### src/rtl/mem_access_unit_pkg.sv
// Shared constants for the MEM stage: FSM state and access-size encodings.
// The alignment helper is only referenced when MEM_ALIGN_CHECK_EN is defined.
package mem_access_unit_pkg;

    typedef enum logic [1:0] {
        IDLE = 2'd0,
        WAIT = 2'd1,
        DONE = 2'd2
    } state_t;

    localparam logic [3:0] MASK_B = 4'b0001;
    localparam logic [3:0] MASK_H = 4'b0011;
    localparam logic [3:0] MASK_W = 4'b1111;

    function automatic logic misaligned(
        input logic [3:0] mask,
        input logic [1:0] off
    );
        return ((mask == MASK_H) && off[0]) ||
               ((mask == MASK_W) && (off != 2'b00));
    endfunction

endpackage

### src/rtl/mem_access_unit_lane.sv
// Combinational lane steering: store shift/strobe generation and
// load byte/half/word extraction with sign or zero extension.
module mem_lane_align
    import mem_access_unit_pkg::*;
(
    input  logic [1:0]  off,
    input  logic [3:0]  wmask,
    input  logic [31:0] wdata,
    input  logic [3:0]  rmask,
    input  logic [31:0] rdata,
    input  logic        load_signed,
    output logic [3:0]  strb,
    output logic [31:0] wdata_sh,
    output logic [31:0] rdata_ext
);

    logic [4:0]  sh_amt;
    logic [31:0] sh;

    assign sh_amt   = {off, 3'b000};
    assign strb     = wmask << off;
    assign wdata_sh = wdata << sh_amt;
    assign sh       = rdata >> sh_amt;

    always_comb begin
        rdata_ext = sh;
        unique case (rmask)
            MASK_B:  rdata_ext = {{24{load_signed & sh[7]}}, sh[7:0]};
            MASK_H:  rdata_ext = {{16{load_signed & sh[15]}}, sh[15:0]};
            default: rdata_ext = sh;
        endcase
    end

endmodule

### src/rtl/mem_access_unit.sv
// MEM stage: one load/store per bundle on the dm_req/dm_ack bus, registered WB bundle.
// Define MEM_ALIGN_CHECK_EN to fault misaligned half/word accesses without a bus request.
module mem_access_unit
    import mem_access_unit_pkg::*;
#(
    parameter int ACK_TIMEOUT = 255
) (
    input  logic        clk,
    input  logic        rst,
    input  logic        in_valid,
    output logic        in_ready,
    input  logic [31:0] regcData_i,
    input  logic [4:0]  regcAddr_i,
    input  logic        regcWr_i,
    input  logic [31:0] memAddr_i,
    input  logic [31:0] memData_i,
    input  logic        readWr_i,
    input  logic        writeWr_i,
    input  logic [3:0]  rmask_i,
    input  logic [3:0]  wmask_i,
    input  logic        load_signed_i,
    output logic        dm_req,
    output logic        dm_we,
    output logic [31:0] dm_addr,
    output logic [31:0] dm_wdata,
    output logic [3:0]  dm_wstrb,
    input  logic        dm_ack,
    input  logic [31:0] dm_rdata,
    output logic        wb_valid,
    input  logic        wb_ready,
    output logic [31:0] wb_regcData,
    output logic [4:0]  wb_regcAddr,
    output logic        wb_regcWr,
    output logic        mem_err
);

    localparam logic [7:0] TO_LAST = 8'(ACK_TIMEOUT - 1);

    state_t      state;
    logic [7:0]  cnt;
    logic [1:0]  off_q;
    logic [3:0]  rmask_q;
    logic        sign_q;
    logic        we_q;
    logic        wr_q;
    logic        err_q;

    logic        accept;
    logic        mem_op;
    logic        misalign;
    logic [1:0]  lane_off;
    logic [3:0]  st_strb;
    logic [31:0] st_data;
    logic [31:0] ld_data;

    // DONE counts as "WB slot free" when wb_ready, so bundles flow back-to-back
    assign in_ready = ((state == IDLE) || (state == DONE)) &&
                      (!wb_valid || wb_ready);
    assign accept   = in_valid && in_ready;
    assign mem_op   = readWr_i || writeWr_i;

`ifdef MEM_ALIGN_CHECK_EN
    assign misalign = mem_op &&
        misaligned(writeWr_i ? wmask_i : rmask_i, memAddr_i[1:0]);
`else
    assign misalign = 1'b0;
`endif

    // Store lanes come from the incoming bundle, load lanes from the latched one
    assign lane_off = (state == WAIT) ? off_q : memAddr_i[1:0];

    mem_lane_align u_align (
        .off         (lane_off),
        .wmask       (wmask_i),
        .wdata       (memData_i),
        .rmask       (rmask_q),
        .rdata       (dm_rdata),
        .load_signed (sign_q),
        .strb        (st_strb),
        .wdata_sh    (st_data),
        .rdata_ext   (ld_data)
    );

    always_ff @(posedge clk) begin
        if (!rst) begin
            state       <= IDLE;
            cnt         <= 8'd0;
            off_q       <= 2'b00;
            rmask_q     <= 4'b0000;
            sign_q      <= 1'b0;
            we_q        <= 1'b0;
            wr_q        <= 1'b0;
            err_q       <= 1'b0;
            dm_req      <= 1'b0;
            dm_we       <= 1'b0;
            dm_addr     <= 32'd0;
            dm_wdata    <= 32'd0;
            dm_wstrb    <= 4'd0;
            wb_valid    <= 1'b0;
            wb_regcData <= 32'd0;
            wb_regcAddr <= 5'd0;
            wb_regcWr   <= 1'b0;
            mem_err     <= 1'b0;
        end else begin
            unique case (state)
                WAIT: begin
                    if (dm_ack) begin
                        state     <= DONE;
                        dm_req    <= 1'b0;
                        wb_valid  <= 1'b1;
                        wb_regcWr <= wr_q && !we_q;
                        mem_err   <= err_q;
                        if (!we_q) begin
                            wb_regcData <= ld_data;
                        end
                    end else if (cnt == TO_LAST) begin
                        state     <= DONE;
                        dm_req    <= 1'b0;
                        wb_valid  <= 1'b1;
                        wb_regcWr <= 1'b0;
                        mem_err   <= 1'b1;
                    end else begin
                        cnt <= cnt + 8'd1;
                    end
                end
                DONE: begin
                    if (wb_ready) begin
                        state     <= IDLE;
                        wb_valid  <= 1'b0;
                        wb_regcWr <= 1'b0;
                        mem_err   <= 1'b0;
                    end
                end
                default: ;
            endcase

            if (accept) begin
                off_q       <= memAddr_i[1:0];
                rmask_q     <= rmask_i;
                sign_q      <= load_signed_i;
                we_q        <= writeWr_i;
                wr_q        <= regcWr_i;
                err_q       <= readWr_i && writeWr_i;
                cnt         <= 8'd0;
                wb_regcData <= regcData_i;
                wb_regcAddr <= regcAddr_i;
                if (!mem_op) begin
                    state     <= DONE;
                    wb_valid  <= 1'b1;
                    wb_regcWr <= regcWr_i;
                    mem_err   <= 1'b0;
                end else if (misalign) begin
                    state     <= DONE;
                    wb_valid  <= 1'b1;
                    wb_regcWr <= 1'b0;
                    mem_err   <= 1'b1;
                end else begin
                    state     <= WAIT;
                    wb_valid  <= 1'b0;
                    wb_regcWr <= 1'b0;
                    mem_err   <= 1'b0;
                    dm_req    <= 1'b1;
                    dm_we     <= writeWr_i;
                    dm_addr   <= {memAddr_i[31:2], 2'b00};
                    dm_wdata  <= writeWr_i ? st_data : 32'd0;
                    dm_wstrb  <= writeWr_i ? st_strb : 4'd0;
                end
            end
        end
    end

endmodule
### config.mk
export PLATFORM = sky130hd
export DESIGN_NAME = mem_access_unit
export DESIGN_NICKNAME = d
export VERILOG_FILES = /design/src/rtl/mem_access_unit_pkg.sv /design/src/rtl/mem_access_unit_lane.sv /design/src/rtl/mem_access_unit.sv
export SDC_FILE = /design/constraint.sdc
export NUM_CORES = 1
export LEC_CHECK = 0
export CAP_MARGIN = 20
export CORE_ASPECT_RATIO = 1.1
export CORE_MARGIN = 4
export CORE_UTILIZATION = 39
export DETAILED_ROUTE_END_ITERATION = 8
export GPL_TIMING_DRIVEN = 0
export PLACE_DENSITY = 0.8
export SYNTH_ARGS = -nofsm -noshare
export SYNTH_HDL_FRONTEND = slang
export SYNTH_SLANG_ARGS = --single-unit
### constraint.sdc
create_clock -name clk -period 1.8 [get_ports clk]
set_input_delay 0.54 -clock clk [delete_from_list [all_inputs] [get_ports clk]]
set_output_delay 0.54 -clock clk [all_outputs]
set_load 0.02 [all_outputs]
==> impl_metrics.csv <==
group,metric,value,unit
sta,rsz0062_at_grt,"true",
routing,dr.pass1.iters,5,
critical_path,worstPathCellList,"buf_6 > nand2b_4 > a21boi_4 > buf_6 > o21ai_4 > a211o_4 > buf_12 > a31oi_1",
finish,final_nets,1223,
critical_path,path_common_cell,"buf_6",
routing,antenna_left,0,
critical_path,r2r_start,"wb_valid",
grt,first_global_vias,7102,
run_status,status,"complete, but fails checks",
pwr,p_leak,4.53,nW
placement,routabilityCongestion,0.876,
clock_tree,clk_latency,420,ps
placement,pre_cts_ws,-1070,ps
die,die_w,129,um
grt,antenna_found_initial,3,
synthesis,synth-compound-area-share,26.8,%
critical_path,critPathArrivalTime,2210,ps
sta,relSlewSlack,47.9,%
routing,drc,0,
synthesis,synth_cells,748,
critical_path,cp-end-kind,"flop",
clock_tree,htreeDepth,4,
grt,grt_pass1_wl,39.1,mm
placement,dp.cells,1205,
synthesis,ys_types,55,
pwr,power,9.43,mW
routing,post_drt_wl_per_cell,20.7,um
critical_path,path_class,"reg -> reg",
routing,routed_wl,26.7,mm
sta,report.final.slew_viol_count,0,
synthesis,ys_ff_latch,127,
synthesis,yosysMostFrequentCell,"nand2_1",
synthesis,ys_top_cells_by_area,"dfxtp_1 (40%), nand2_1 (10%), a21boi_0 (6.8%)",
critical_path,crit_path_start,"wb_valid",
sta,finClkSkew,9.44,ps
grt,grt.total_usage,27.8,%
die,die-area,0.0183,mm2
die,core,0.0158,mm2
synthesis,synthArstFlopShare,0,%
clock_tree,numCtsBuffers,17,
synthesis,yosysTopAreaCellShare,40.2,%
clock_tree,cts_tree,"built",
synthesis,ys_seq_area_share,40.2,%
synthesis,synth_commonest_cells,"nand2_1 (171), dfxtp_1 (127), a21boi_0 (57)",
sta,hold_viol_final,0,
sta,finalSetupViolCount,34,
grt,grt_max_degree,17,
critical_path,critPathMaxFanout,6,
synthesis,synth_edf_count,0,
clock_tree,cts.sinks,127,
critical_path,cp-start-kind,"flop",
die,start_util,40.1,%
critical_path,cp_top_family,"compound AO/OA/AOI/OAI gates",
synthesis,yosysTopAreaCell,"dfxtp_1",
sta,fin_ws,-65.3,ps
die,rows,48,
synthesis,synth_xor_area_share,0.968,%
clock_tree,path_clk_slew,60,ps
worst_hold_path,hold_class,"reg -> reg",
clock_tree,cts_root_buffer,"clkbuf_16",
finish,area_delta_synth_final,68.0,%
die,die_h,142,um
finish,stdcell_count,1286,
placement,dpl.hpwl,18.5,mm
pwr,p_per_area,887,mW/mm2
synthesis,synth_top_family_by_area,"compound AO/OA/AOI/OAI gates",
routing,drt_iter0_drc,605,
die,io_pins,261,
run,maxCapViolCount,0,
routing,num_vias,7130,
finish,drive_gt1_share,17.3,%
pwr,vdd_drop_max,0.638,mV
clock_tree,cts_hold_buf,0,
sta,min_period_over_period,104,%
synthesis,synthFlopType,"dfxtp_1",
synthesis,postSynthAreaPerCell,8.46,um2
synthesis,syn_area,0.00633,mm2
sta,fin_crit,1870,ps
critical_path,cp_slowest_cell,"a211o_4",
synthesis,synth_fa_ha_area_share,0.395,%
synthesis,synth-simple-area-share,19.9,%
critical_path,slowest_delay,370,ps
placement,placed_area,0.00917,mm2
worst_hold_path,worst_hold_startpoint,"dm_wstrb[3]",
placement,numPortBuffers,256,
finish,stdcell_area,0.0106,mm2
sta,fmax,536,MHz
synthesis,yosysWarnings,0,
grt,grt-ovfl-total,0,
critical_path,cp_num_buf_inv,3,
synthesis,synthMuxAreaShare,6.94,%
clock_tree,cts.path.max_buffers,2,
critical_path,crit_required,2140,ps
routing,viasPerCell,5.54,
sta,tightestPinTransition,782,ps
sta,hold-worst-slack,451,ps
run_status,violations,"setup timing",
## what timing repair did
action	in CTS	in global routing
pin swaps	29	11
endpoints found under the setup margin	228	98
buffers inserted	33	11
resized for setup	222	58
cloned	5	1
## flip-flops by register name, indices dropped and copies added (netlist names), 2 cells and up
signal / flops
dm_wdata: 32
wb_regcData: 32
dm_addr: 30
cnt: 8
wb_regcAddr: 5
dm_wstrb: 4
rmask_q: 4
off_q: 2
## stage by stage
step	TNS, ps	util [%]
floorplan	0	-
global placement	-99420	58.1
detailed placement	-104460	58.1
CTS	-110	65.3
global route	-2960	67.3
finish	-1170	67.3
## report_power, final
part | switching (mW) | leakage (nW) | internal (mW) | total (mW)
clock network | 1.35 | 0.298 | 2.35 | 3.70
registers | 0.128 | 1.04 | 3.03 | 3.16
logic | 1.37 | 3.19 | 1.20 | 2.57
total | 2.85 | 4.53 | 6.58 | 9.43
## placed cells by master (no fill, tap or decap), types with 7 or more instances in the layout
cell type / instances
nand2_1: 167
clkdlybuf4s50_1: 141
dfxtp_1: 124
dlygate4sd2_1: 113
a21boi_0: 52
buf_4: 39
mux2i_1: 29
a21oi_1: 29
o221ai_1: 24
buf_6: 21
o21ai_0: 18
a31oi_1: 18
nor2_1: 17
nand2b_1: 17
clkbuf_16: 17
a21o_1: 16
clkbuf_2: 15
nor2b_1: 14
clkbuf_1: 12
and2_1: 11
a22oi_1: 9
a32o_1: 9
o22a_1: 9
o2bb2ai_1: 8
o21ai_1: 8
mux2_2: 7
nor3_1: 7
## cell type report
cell class / instances / area (um2)
antenna: 2 / 5.00
buffer: 59 / 460
clock buffer: 18 / 439
clock inverter: 14 / 191
fill: 1300 / 5160
inverter: 6 / 22.5
multi-input combinational: 558 / 3870
sequential: 127 / 2550
tap: 200 / 250
timing repair buffer: 302 / 2850
## worst paths after layout
check | end | slack [ps] | cells past startpoint
setup / recovery | wb_regcData[17] | -70 | 8
hold / removal | dm_wstrb[3] | 450 | 2
setup reg to reg | wb_regcData[17] | -70 | 8
hold reg to reg | dm_wstrb[3] | 450 | 2
## worst reg2reg max path, stage by stage (launching register included)
cell      delay, ps
dfxtp_4         350
buf_6           130
nand2b_4        160
a21boi_4        290
buf_6           150
o21ai_4          60
a211o_4         370
buf_12          160
a31oi_1         130
## kinds of logic after synthesis
logic type | count (synthesis)
AOI/OAI and AO/OA | 232
xor gates and xnor gates | 7
adders and majority gates | 2
buffers and inverters | 66
DFF | 127
muxes | 43
other | 1
and+or+nand+nor | 270
## routing by layer
metal  vias to the layer above  part of all wire, %  track usage, %
met5                         -                    0               0
met1                      3327                   37            31.7
met2                       398                   48            46.4
li1                       3321                    -               -
met4                         0                  4.7            13.9
met3                        84                  9.9            8.96
Power figures use the tool's default switching activity.
